--- config.mk ---
export PLATFORM = sky130hd
export DESIGN_NAME = writeback_stage
export DESIGN_NICKNAME = d
export VERILOG_FILES = /design/src/rtl/cpu_pkg.sv /design/src/rtl/wb_queue.sv /design/src/rtl/writeback_stage.sv
export SDC_FILE = /design/constraint.sdc
export NUM_CORES = 1
export LEC_CHECK = 0
export ABC_AREA = 1
export CAP_MARGIN = 15
export CELL_PAD_IN_SITES_DETAIL_PLACEMENT = 0
export CELL_PAD_IN_SITES_GLOBAL_PLACEMENT = 2
export CORE_MARGIN = 10
export CORE_UTILIZATION = 31
export CTS_CLUSTER_DIAMETER = 200
export DETAILED_ROUTE_END_ITERATION = 8
export PLACE_DENSITY = 0.95
export REMOVE_ABC_BUFFERS = 1
export SLEW_MARGIN = 20
export SYNTH_ARGS = -nofsm -noshare
export SYNTH_HDL_FRONTEND = slang
export SYNTH_HIERARCHICAL = 1
export SYNTH_SLANG_ARGS = --single-unit
--- constraint.sdc ---
create_clock -name clk -period 2.2 [get_ports clk]
set_clock_uncertainty 0.05 [all_clocks]
set_input_delay 0.44 -clock clk [delete_from_list [all_inputs] [get_ports clk]]
set_output_delay 0.44 -clock clk [all_outputs]
set_load 0.1 [all_outputs]
--- src/rtl/cpu_pkg.sv ---
// cpu_pkg
// Shared register-file constants for the CPU datapath blocks.
//   NUM_REGS           - number of architectural registers
//   REG_SEL_W          - width of a register select
//   DEFAULT_DATA_WIDTH - default datapath width
package cpu_pkg;

    localparam int NUM_REGS           = 4;
    localparam int REG_SEL_W          = 2;
    localparam int DEFAULT_DATA_WIDTH = 8;

    typedef logic [REG_SEL_W-1:0] reg_sel_t;

endpackage

--- src/rtl/wb_queue.sv ---
// wb_queue
// Circular result queue holding {dest, data} entries waiting for the
// register-file write port.
// Ports:
//   clk, rst       - clock, asynchronous active-low reset
//   push_i         - enqueue {push_dest_i, push_data_i} at the tail
//   pop_i          - retire the head entry
//   head_dest_o/head_data_o - head entry contents
//   count_o        - number of occupied entries
//   occ_o          - per-slot occupied flag
//   dest_flat_o    - per-slot destination, slot i at [i*REG_SEL_W +: REG_SEL_W]
module wb_queue
    import cpu_pkg::*;
#(
    parameter int DATA_WIDTH = DEFAULT_DATA_WIDTH,
    parameter int DEPTH      = 2,
    localparam int PTR_W     = $clog2(DEPTH)
) (
    input  logic                       clk,
    input  logic                       rst,
    input  logic                       push_i,
    input  logic                       pop_i,
    input  logic [REG_SEL_W-1:0]       push_dest_i,
    input  logic [DATA_WIDTH-1:0]      push_data_i,
    output logic [REG_SEL_W-1:0]       head_dest_o,
    output logic [DATA_WIDTH-1:0]      head_data_o,
    output logic [PTR_W:0]             count_o,
    output logic [DEPTH-1:0]           occ_o,
    output logic [DEPTH*REG_SEL_W-1:0] dest_flat_o
);

    logic [REG_SEL_W-1:0]  dest_q [DEPTH];
    logic [DATA_WIDTH-1:0] data_q [DEPTH];
    logic [PTR_W-1:0]      wr_ptr_q, wr_ptr_d;
    logic [PTR_W-1:0]      rd_ptr_q, rd_ptr_d;
    logic [PTR_W:0]        count_q, count_d;

    function automatic logic [PTR_W-1:0] ptr_inc(input logic [PTR_W-1:0] p);
        return (p == PTR_W'(DEPTH - 1)) ? '0 : p + 1'b1;
    endfunction

    always_comb begin
        wr_ptr_d = wr_ptr_q;
        rd_ptr_d = rd_ptr_q;
        count_d  = count_q;
        if (push_i) wr_ptr_d = ptr_inc(wr_ptr_q);
        if (pop_i)  rd_ptr_d = ptr_inc(rd_ptr_q);
        // Simultaneous push and pop leaves occupancy unchanged.
        case ({push_i, pop_i})
            2'b10:   count_d = count_q + 1'b1;
            2'b01:   count_d = count_q - 1'b1;
            default: count_d = count_q;
        endcase
    end

    always_ff @(posedge clk or negedge rst) begin
        if (!rst) begin
            wr_ptr_q <= '0;
            rd_ptr_q <= '0;
            count_q  <= '0;
            for (int i = 0; i < DEPTH; i++) begin
                dest_q[i] <= '0;
                data_q[i] <= '0;
            end
        end else begin
            wr_ptr_q <= wr_ptr_d;
            rd_ptr_q <= rd_ptr_d;
            count_q  <= count_d;
            if (push_i) begin
                dest_q[wr_ptr_q] <= push_dest_i;
                data_q[wr_ptr_q] <= push_data_i;
            end
        end
    end

    // A slot is occupied when its distance from the head is below the count.
    always_comb begin
        occ_o       = '0;
        dest_flat_o = '0;
        for (int i = 0; i < DEPTH; i++) begin
            logic [PTR_W-1:0] off;
            off = PTR_W'(i) - rd_ptr_q;
            occ_o[i] = ({1'b0, off} < count_q);
            dest_flat_o[i*REG_SEL_W +: REG_SEL_W] = dest_q[i];
        end
    end

    assign head_dest_o = dest_q[rd_ptr_q];
    assign head_data_o = data_q[rd_ptr_q];
    assign count_o     = count_q;

endmodule

--- src/rtl/writeback_stage.sv ---
// writeback_stage
// Buffers completed results and writes them to the register file in
// acceptance order, reporting read-after-write hazards for decode.
// Ports:
//   clk, rst               - clock, asynchronous active-low reset
//   in_valid/in_ready      - result handshake
//   in_wr, in_dest, in_data - result: write enable, destination, value
//   wb_hold                - register file cannot take a write this cycle
//   wb_we, wb_no_write, wb_data - register-file write port
//   rd_sel_1/2, hazard_1/2 - decode read selects and their pending flags
//   wr_count               - writes issued, wraps modulo 2^16
module writeback_stage
    import cpu_pkg::*;
#(
    parameter int DATA_WIDTH = DEFAULT_DATA_WIDTH,
    parameter int DEPTH      = 2
) (
    input  logic                  clk,
    input  logic                  rst,
    input  logic                  in_valid,
    output logic                  in_ready,
    input  logic                  in_wr,
    input  logic [REG_SEL_W-1:0]  in_dest,
    input  logic [DATA_WIDTH-1:0] in_data,
    input  logic                  wb_hold,
    output logic [REG_SEL_W-1:0]  wb_we,
    output logic                  wb_no_write,
    output logic [DATA_WIDTH-1:0] wb_data,
    input  logic [REG_SEL_W-1:0]  rd_sel_1,
    input  logic [REG_SEL_W-1:0]  rd_sel_2,
    output logic                  hazard_1,
    output logic                  hazard_2,
    output logic [15:0]           wr_count
);

    localparam int PTR_W = $clog2(DEPTH);
    localparam logic [PTR_W:0] DEPTH_C = (PTR_W + 1)'(DEPTH);

    logic                       push;
    logic                       pop;
    logic [REG_SEL_W-1:0]       head_dest;
    logic [DATA_WIDTH-1:0]      head_data;
    logic [PTR_W:0]             count;
    logic [DEPTH-1:0]           occ;
    logic [DEPTH*REG_SEL_W-1:0] dest_flat;
    logic [NUM_REGS-1:0]        pending;
    logic [15:0]                wr_count_q, wr_count_d;

    wb_queue #(
        .DATA_WIDTH (DATA_WIDTH),
        .DEPTH      (DEPTH)
    ) u_queue (
        .clk         (clk),
        .rst         (rst),
        .push_i      (push),
        .pop_i       (pop),
        .push_dest_i (in_dest),
        .push_data_i (in_data),
        .head_dest_o (head_dest),
        .head_data_o (head_data),
        .count_o     (count),
        .occ_o       (occ),
        .dest_flat_o (dest_flat)
    );

    // Ready depends on registered occupancy only, so upstream never sees
    // a combinational path from wb_hold or in_valid.
    assign in_ready = (count < DEPTH_C);

    // Accepted results with in_wr=0 are simply not enqueued.
    assign push = in_valid & in_ready & in_wr;

    assign wb_no_write = (count == '0) | wb_hold;
    assign pop         = ~wb_no_write;
    assign wb_we       = pop ? head_dest : '0;
    assign wb_data     = pop ? head_data : '0;

    // The head entry stays occupied through its retiring cycle, so it is
    // still reported as pending.
    always_comb begin
        pending = '0;
        for (int i = 0; i < DEPTH; i++) begin
            if (occ[i]) pending[dest_flat[i*REG_SEL_W +: REG_SEL_W]] = 1'b1;
        end
    end

    assign hazard_1 = pending[rd_sel_1];
    assign hazard_2 = pending[rd_sel_2];

    always_comb begin
        wr_count_d = wr_count_q;
        if (pop) wr_count_d = wr_count_q + 16'd1;
    end

    always_ff @(posedge clk or negedge rst) begin
        if (!rst) wr_count_q <= '0;
        else      wr_count_q <= wr_count_d;
    end

    assign wr_count = wr_count_q;

endmodule

; Yosys cells after proc, flatten, opt, wreduce, memory -nomap -nowiden
; Cells that the tools add are included.
[word_totals]
wordCells = 68
out_inout_bits = 30
inputBits = 19
regBits = 40
[classes]
order_cmp = 12
reduce_logical = 5
mux = 27
add_sub_neg = 7
eq_ne = 2
bitwise_logic = 7
[ops]
columns = operator, count
row1 = $mux W8, 5
row2 = $add A16 B1 Y16 const B, 1
row3 = $bwmux W16, 1
row4 = $lt A2 B3 Y1 const B, 4
row5 = $mux W2, 5
row6 = $demux W8 S1, 1
row7 = $mux W4, 2
row8 = $mux W1, 6
row9 = $bmux W1 S2, 2
row10 = $bwmux W4, 1
row11 = $demux W1 S2, 2
row12 = $ge A2 B1 Y1 const B, 2
row13 = $ge A2 B2 Y1 const B, 2
row14 = $lt A1 B2 Y1, 2
row15 = $not A1 Y2, 2
row16 = $or A4 B4 Y4, 1
row17 = $pmux W2 S2, 1
row18 = $logic_and A1 B1 Y1, 3
row19 = $add A1 B1 Y1 const B, 2
row20 = $add A2 B1 Y2 const B, 1
row21 = $and A1 B1 Y1, 2
row22 = $demux W2 S1, 1
row23 = $eq A2 B1 Y1 const B, 1
row24 = $eq A2 B2 Y1 const B, 1
row25 = 8 further kinds, 9

; Depth between registers and ports, before layout
; Gate-level depths: netlist of run 1.
[logic_depth]
word_depth = 9
mapped_depth = 9
ltp_nobuf = 9

; By module
; Netlist of run 1, hierarchy kept.
[by_module_without_submodules]
columns = module, cells_per_inst, seq_area_each_um2, area_each_um2, instances
row1 = wb_queue, 131, 600.6, 1112.3, 1
row2 = writeback_stage, 151, 400.4, 1078.5, 1

; Worst setup path after synthesis of run 1
; OpenSTA, ideal clock, no wires.
[synth_timing]
kind = register to output
startpoint = reg u_queue.count_q[0], in the netlist u_queue/count_o[0]
endpoint = out hazard_2
arrival_time_ns = 3.174
n_path_buf = 0
slack_ns = -1.464
required_time_ns = 1.710
stages_incl_launch_ff = 7
path_cell_list = dfrtp_1 -> inv_1 -> o21ai_0 -> nand3_1 -> o21ai_0 -> o21ai_0 -> o21ai_0
[synth_between]
elab_chain_len = 6
elab_cells_between_ends = 7
classes_between = order compare (2) / mux (4) / bitwise (1)
[synth_rtl]
columns = element, line_no
row1 = from (decl), wb_queue.sv:36  ; logic [PTR_W:0] count_q, count_d;
row2 = from (signal assigned), wb_queue.sv:68  ; count_q <= count_d;
row3 = $lt A1 B2 Y1 *, wb_queue.sv:83  ; occ_o[i] = ({1'b0, off} < count_q);
row4 = named net occ[0], writeback_stage.sv:44  ; logic [DEPTH-1:0] occ;
row5 = $mux W4 *, writeback_stage.sv:83  ; if (occ[i]) pending[dest_flat[i*REG_SEL_W +: REG_SEL_W]] = 1'b1;
row6 = $or A4 B4 Y4 (no source line), n/a
row7 = $mux W4 *, writeback_stage.sv:83
row8 = $bmux W1 S2 *, writeback_stage.sv:88  ; assign hazard_2 = pending[rd_sel_2];
row9 = $mux W1 (implied by the code) *, writeback_stage.sv:88
row10 = to (decl), writeback_stage.sv:32  ; output logic hazard_2,
; Mark *: on every way through the listed nets, which the timed path passes. The rest lies on a longest branch. The select of a mux whose other input is x is not followed.

; Worst setup path after layout of run 1
[layout_timing]
startpoint = reg u_queue.rd_ptr_q
endpoint = out wb_data[7]
[layout_between]
elab_chain_len = 5
[layout_rtl]
columns = element, line_no
row1 = from (decl), wb_queue.sv:35  ; logic [PTR_W-1:0] rd_ptr_q, rd_ptr_d;
row2 = from (signal assigned), wb_queue.sv:67  ; rd_ptr_q <= rd_ptr_d;
row3 = $not A1 Y2 (implied by the code), wb_queue.sv:89  ; assign head_data_o = data_q[rd_ptr_q];
row4 = $mux W8 (implied by the code) (3 in a row), wb_queue.sv:89
row5 = named net head_data[7], writeback_stage.sv:42  ; logic [DATA_WIDTH-1:0] head_data;
row6 = $mux W8, writeback_stage.sv:76  ; assign wb_data = pop ? head_data : '0;
row7 = to (decl), writeback_stage.sv:28  ; output logic [DATA_WIDTH-1:0] wb_data,
; The timed path passes the listed nets, and every way through them passes these cells. The select of a mux whose other input is x is not followed.

==> impl_metrics.csv, run 1 <==
group,metric,value,unit
placed_design,numPlacedInstances,429,
pwr,vdd_drop_max,0.625,mV
floorplanning,std_cell_rows,30,
setup_path,critPathLaunch,"u_queue/rd_ptr_q",
worst_hold_path,hold_class,"in2async",
placed_design,io_buffers,48,
synth,synth_top_area_cell,"dfrtp_1",
grt,grt_pass1_vias,1799,
finish,final_cell_count_no_fill,439,
pwr,p_leak,1.55,nW
pwr,pwr-share-clk,12.7,%
synth,yosys_warnings,6,
synth,avgSynthCellArea,7.77,µm²
placed_design,place_ws,-0.0298,ns
setup_path,worstRegToRegCells,8,
setup_path,worstPathArrival,1.60,ns
route,drc,0,
clocking,cts_inserted_buffers,5,
finish,syn2layout_area_growth,40.4,%
synth,synth_cell_types,25,
timing,slew_viol_final,0,
grt,grt_use_total,9.53,%
finish,multi_input_area,995,µm²
run,cap_violations,0,
clocking,clockBufferDepth,2,
clocking,cts_root_buffer,"clkbuf_8",
route,ant_nets,0,
synth,synth_seq_cells,40,
synth,yosysSeqAreaShare,45.7,%
finish,layout-drive-gt1-share,24.8,%
setup_path,worstSetupEndpoint,"wb_data[7]",
synth,synth_top_area_share,45.7,%
timing,period_needed,2.09,ns
synth,synthCells,282,
setup_path,worstSetupStartpointType,"register",
clocking,clk_latency,0.29,ns
timing,worst_pin_slew,0.513,ns
setup_path,cp-end-kind,"primary output",
grt,grt_overflow,0,
route,wl_per_cell,11.4,µm
floorplanning,die_y,104,µm
grt,grt_pass1_wl,8710,µm
placed_design,place_congestion,0.764,
setup_path,crit_type,"reg2out",
floorplanning,die_area,10800,µm²
timing,finalSetupViolations,0,
route,wl,5020,µm
run_status,status,"finished, final reports clean",
pwr,comb_power_share,61.4,%
pwr,netSwitchingFraction,51.1,%
finish,seqCellArea,1000,µm²
timing,fin_worst_hold_slack,0.141,ns
grt,grt_max_degree,41,
timing,period_share,95.0,%
placed_design,dpl.hpwl,3850,µm
setup_path,required,1.71,ns
timing,final.setup.tns,0,ns
synth,synth_edf_count,0,
setup_path,worst-path-max-fanout,8,
route,routed_via_density,4.24,
route,via_count,1862,
pwr,powerDensity,1510,nW/µm²
finish,fill_cells,711,
floorplanning,io_pins,49,
finish,antenna_cells,0,
synth,yosysMostFrequentCell,"nand2_1",
setup_path,reg2reg_from,"u_queue/count_o[1]",
finish,nets,363,
floorplanning,core-area,6830,µm²
floorplanning,die_w,104,µm
setup_path,regToRegSetupSlack,0.65,ns
synth,synth-async-reset-ratio,100,%
clocking,cts_num_sinks,40,
timing,slew_headroom,65.8,%
clocking,path_clk_slew,0.08,ns
grt,antenna_found_initial,0,
timing,finalHoldViolCount,0,
synth,ys.flop_type,"dfrtp_1",
pwr,switchingPower,2.38,mW
route,drtPass1Iterations,4,
synth,synth.cell_area,2190,µm²
synth,synth_common_cells,"nand2_1 (92), inv_1 (47), dfrtp_1 (40), nor2_1 (21), o21ai_0 (20)",
pwr,p_int,2.28,mW
setup_path,r2r-end,"u_queue/count_o[1]",
clocking,ctsHoldBuffers,0,
timing,timing.final.ws_setup,0.111,ns
route,drt-initial-drc-count,35,
clocking,cts.htree.levels,2,
pwr,report.power.total,4.66,mW
floorplanning,start_util,32.1,%
clocking,cts_tree,"yes",
synth,yosys-top-cells-area,"dfrtp_1 (46%), nand2_1 (16%), inv_1 (8.1%), o21ai_0 (4.6%), o21ai_2 (4.4%)",
timing,fmax,479,MHz
pwr,seq_power_share,26.0,%
## state kept, by name, indices dropped and copies added (netlist names)
name and cells:
u_queue/data_q 16, wr_count 16, u_queue/dest_flat_o 4, u_queue/rd_ptr_q 1, u_queue/wr_ptr_q 1, u_queue/count_o 2
## cells in the final DEF, fill, tap and decap left out, types with 2 or more instances in the layout
cell type        netlist  routed
buf_12                 0      14
buf_4                  0      28
clkbuf_8               0       5
clkdlybuf4s50_1        0      16
dfrtp_1               40      40
ha_1                   2       2
inv_1                 47      46
inv_2                  1       2
nand2_1               92      92
nand3_1                9       8
nand3_2                1       2
nand4_1                4       4
nor2_1                21      20
nor2_2                 5       6
nor2_4                 2       2
o21ai_0               20      10
o21ai_1                0       3
o21ai_2               11      18
xnor2_1                5       5
xor2_1                 8       8
## stage by stage
| step | util (%) | area (µm²) |
|---|---|---|
| floorplan | - | 2150 |
| global placement | 42.7 | 2920 |
| detailed placement | 42.7 | 2920 |
| CTS | 44.4 | 3030 |
| global route | 45.0 | 3080 |
| finish | 45.0 | 3080 |
## what timing repair did
item,in CTS,in global routing
pin swaps,0,2
setup buffers,0,2
gates cloned,0,0
hold endpoints to repair,0,0
endpoints found under the setup margin,11,2
resized for setup,10,11
## cell type report
class,count,area share (%)
tap,96,3.91
clock buffer,5,2.24
clock inverter,3,1.38
timing repair buffer,60,21.6
multi-input combinational,186,32.3
sequential,40,32.5
inverter,49,5.98
## worst max-delay path: stages, from the launching register on
cell	delay [ns]
dfrtp_1	0.37
buf_4	0.12
buf_4	0.10
buf_4	0.15
nand2_1	0.06
nand2_1	0.07
inv_1	0.04
nor2_1	0.19
buf_12	0.21
## power by group through the flow
stage / registers (mW) / clock network, mW / logic, mW
after detailed placement: 1.22 / 0 / 2.78
after floorplan: 1.59 / 0 / 1.48
after global placement: 1.21 / 0 / 2.75
after CTS: 1.21 / 0.613 / 2.81
final: 1.21 / 0.591 / 2.86
after global routing: 1.25 / 0.645 / 3.07
## worst min path at each step
stage,start,to,depth (start not counted)
after global placement,u_queue/data_q[7],u_queue/data_q[7],2
after global routing,rst,wr_count[5],2
after CTS,rst,wr_count[5],2
final,rst,wr_count[5],2
after detailed placement,u_queue/data_q[9],u_queue/data_q[9],2
after floorplan,rst,u_queue/count_o[0],0
## per-layer routing
metal	wire [µm]	part of all wire, %	up-vias	track usage, %
met5	0	0	-	0
met4	69	1.4	0	3.28
met3	190	3.8	5	2.48
met1	2270	45	852	11.6
li1	-	-	977	-
met2	2490	50	28	15.9
## kinds of logic (layout without fill, tap and decap cells)
logic type / Yosys count / in the layout / synth area share (%)
AND/OR/NAND/NOR: 139 / 139 / 28.2
buffers and inverters: 56 / 117 / 10.5
flip-flops: 40 / 40 / 45.7
AO/OA/AOI/OAI: 32 / 32 / 9.31
XOR/XNOR: 13 / 13 / 5.20
adder cells (fa/ha/maj): 2 / 2 / 1.14
No activity file was read; power rests on OpenSTA's default activity.
==> run 2, diff against run 1 <==
- CORE_MARGIN: 10 -> 8
- CORE_UTILIZATION: 31 -> 26
- MAX_ROUTING_LAYER: not set -> met4
- PLACE_DENSITY: 0.95 -> 0.87
- clock period: 2.2 -> 1.8 ns (I/O delays scaled with it)
==> run 2 against run 1 <==
Against the previous run:
- the run now ends with negative setup slack left
- critical endpoint is now hazard_2
- clock power increased by 26%
- first-iteration DRC count rose by 110%
- sequential share of layout area down 3.0 points
- wire length grew 2.5%
- setup slack worse by 0.39 ns
==> impl_metrics.csv, run 2 (synthesized netlist as in run 1, its figures left out) <==
group,metric,value,unit
worst_hold_path,hold_class,"in2async",
grt,grt_pass1_wl,9020,µm
pwr,vdd_drop_max,0.714,mV
route,drtPass1Iterations,4,
pwr,comb_power_share,63.0,%
grt,grt_overflow,0,
clocking,clk_latency,0.30,ns
timing,finalHoldViolCount,0,
pwr,switchingPower,3.04,mW
pwr,netSwitchingFraction,50.0,%
clocking,cts_inserted_buffers,5,
setup_path,cp-end-kind,"primary output",
run_status,status,"complete, but fails checks",
pwr,p_leak,1.64,nW
timing,final.setup.tns,-1.21,ns
placed_design,io_buffers,48,
floorplanning,core-area,8180,µm²
pwr,report.power.total,6.09,mW
route,via_count,1847,
placed_design,place_ws,-0.188,ns
floorplanning,start_util,26.8,%
setup_path,worstSetupStartpointType,"register",
route,ant_nets,0,
placed_design,place_congestion,0.759,
floorplanning,io_pins,49,
clocking,cts_tree,"yes",
floorplanning,die_y,108,µm
pwr,p_int,3.05,mW
floorplanning,die_w,108,µm
pwr,pwr-share-clk,12.2,%
route,topRoutingLayerUsed,"met4",
finish,nets,369,
run_status,violations,"negative setup slack",
timing,slew_headroom,66.4,%
timing,timing.final.ws_setup,-0.279,ns
grt,antenna_found_initial,0,
route,wl_met3,208,µm
finish,layout-drive-gt1-share,29.2,%
floorplanning,die_area,11600,µm²
timing,slew_viol_final,0,
run,cap_violations,0,
timing,period_share,116,%
pwr,seq_power_share,24.8,%
route,wl_met2,2380,µm
grt,grt_pass1_vias,1921,
placed_design,dpl.hpwl,3870,µm
setup_path,crit_type,"reg2out",
setup_path,required,1.39,ns
timing,rsz0062_at_grt,"yes",
route,drc,0,
timing,period_needed,2.08,ns
clocking,cts_num_sinks,40,
clocking,path_clk_slew,0.08,ns
finish,mostFrequentLayoutCells,"nand2_1 (91), inv_1 (45), dfrtp_1 (40)",
route,met1Wirelength,2480,µm
setup_path,worst-path-max-fanout,4,
route,wl_per_cell,11.3,µm
grt,grt_use_total,9.88,%
finish,antenna_cells,0,
route,routed_via_density,4.07,
grt,grt_max_degree,41,
timing,finalSetupViolations,13,
clocking,cts.htree.levels,2,
timing,worst_pin_slew,0.504,ns
floorplanning,std_cell_rows,33,
clocking,cts_root_buffer,"clkbuf_8",
route,wl,5140,µm
setup_path,worstPathArrival,1.67,ns
clocking,clockBufferDepth,2,
finish,syn2layout_area_growth,54.9,%
clocking,ctsHoldBuffers,0,
timing,fin_worst_hold_slack,0.0606,ns
pwr,powerDensity,1790,nW/µm²
finish,final_common_cell,"nand2_1",
timing,fmax,481,MHz
route,drt-initial-drc-count,75,
## run 2: cell count changes in the layout (fill, tap and decap cells not counted), moves of 2 or more
cell | before | now
buf_12 | 14 | 31
nor2_1 | 20 | 10
buf_4 | 28 | 15
buf_6 | 0 | 2
nor2_4 | 2 | 4
nor2_2 | 6 | 14
## run 2: timing repair
action	4_1_cts	5_1_grt
setup endpoints to repair	13	14
resized for setup	22	13
pin swaps	2	4
buffers inserted	2	0
## run 2: cell type report
class	count	area, µm²
timing repair buffer	66	931
fill	827	4780
multi-input combinational	186	1030
clock buffer	5	68.8
tap	105	131
sequential	40	1000
inverter	49	184
clock inverter	3	42.5
## run 2: path summary, 6_finish.rpt
kind / from / endpoint / slack (ns) / depth (start not counted)
min in group clk: u_queue/data_q[11] / u_queue/data_q[11] / 0.44 / 2
max in group asynchronous: rst / u_queue/data_q[7] / 1.29 / 2
worst min-delay path: rst / wr_count[5] / 0.06 / 2
worst max register to register: u_queue/count_o[1] / u_queue/count_o[1] / 0.15 / 9
worst max-delay path: u_queue/count_o[1] / hazard_2 / -0.28 / 9
worst min register to register: u_queue/data_q[11] / u_queue/data_q[11] / 0.44 / 2
## run 2: power groups by stage
| stage | Clock [mW] | Sequential [mW] | Combinational (mW) |
|---|---|---|---|
| after floorplan | 0 | 1.94 | 1.81 |
| after global placement | 0 | 1.51 | 3.58 |
| after detailed placement | 0 | 1.52 | 3.62 |
| after CTS | 0.758 | 1.50 | 3.79 |
| after global routing | 0.804 | 1.56 | 4.13 |
| final | 0.742 | 1.51 | 3.84 |
## run 2: through the flow
| step | util, % | area (µm²) | cells |
|---|---|---|---|
| 2_1_floorplan | - | 2150 | 275 |
| 3_3_place_gp | 38.8 | 3170 | 444 |
| 3_5_place_dp | 38.8 | 3170 | 444 |
| 4_1_cts | 41.0 | 3350 | 454 |
| 5_1_grt | 41.5 | 3390 | 454 |
| 6_report | 41.5 | 3390 | 454 |
## run 2: routing by layer
| layer | global-route usage (%) | up-vias |
|---|---|---|
| met2 | 15.0 | 31 |
| met5 | - | - |
| met3 | 2.34 | 7 |
| met4 | 3.57 | 0 |
| li1 | - | 981 |
| met1 | 12.5 | 828 |
## run 2: critical path: stages (launching register included)
cell and delay (ns):
dfrtp_1 0.38, inv_1 0.12, o21ai_2 0.07, buf_4 0.14, nand3_1 0.09, o21ai_2 0.07, o21ai_0 0.15, o21ai_1 0.07
buf_4 0.13, buf_12 0.16
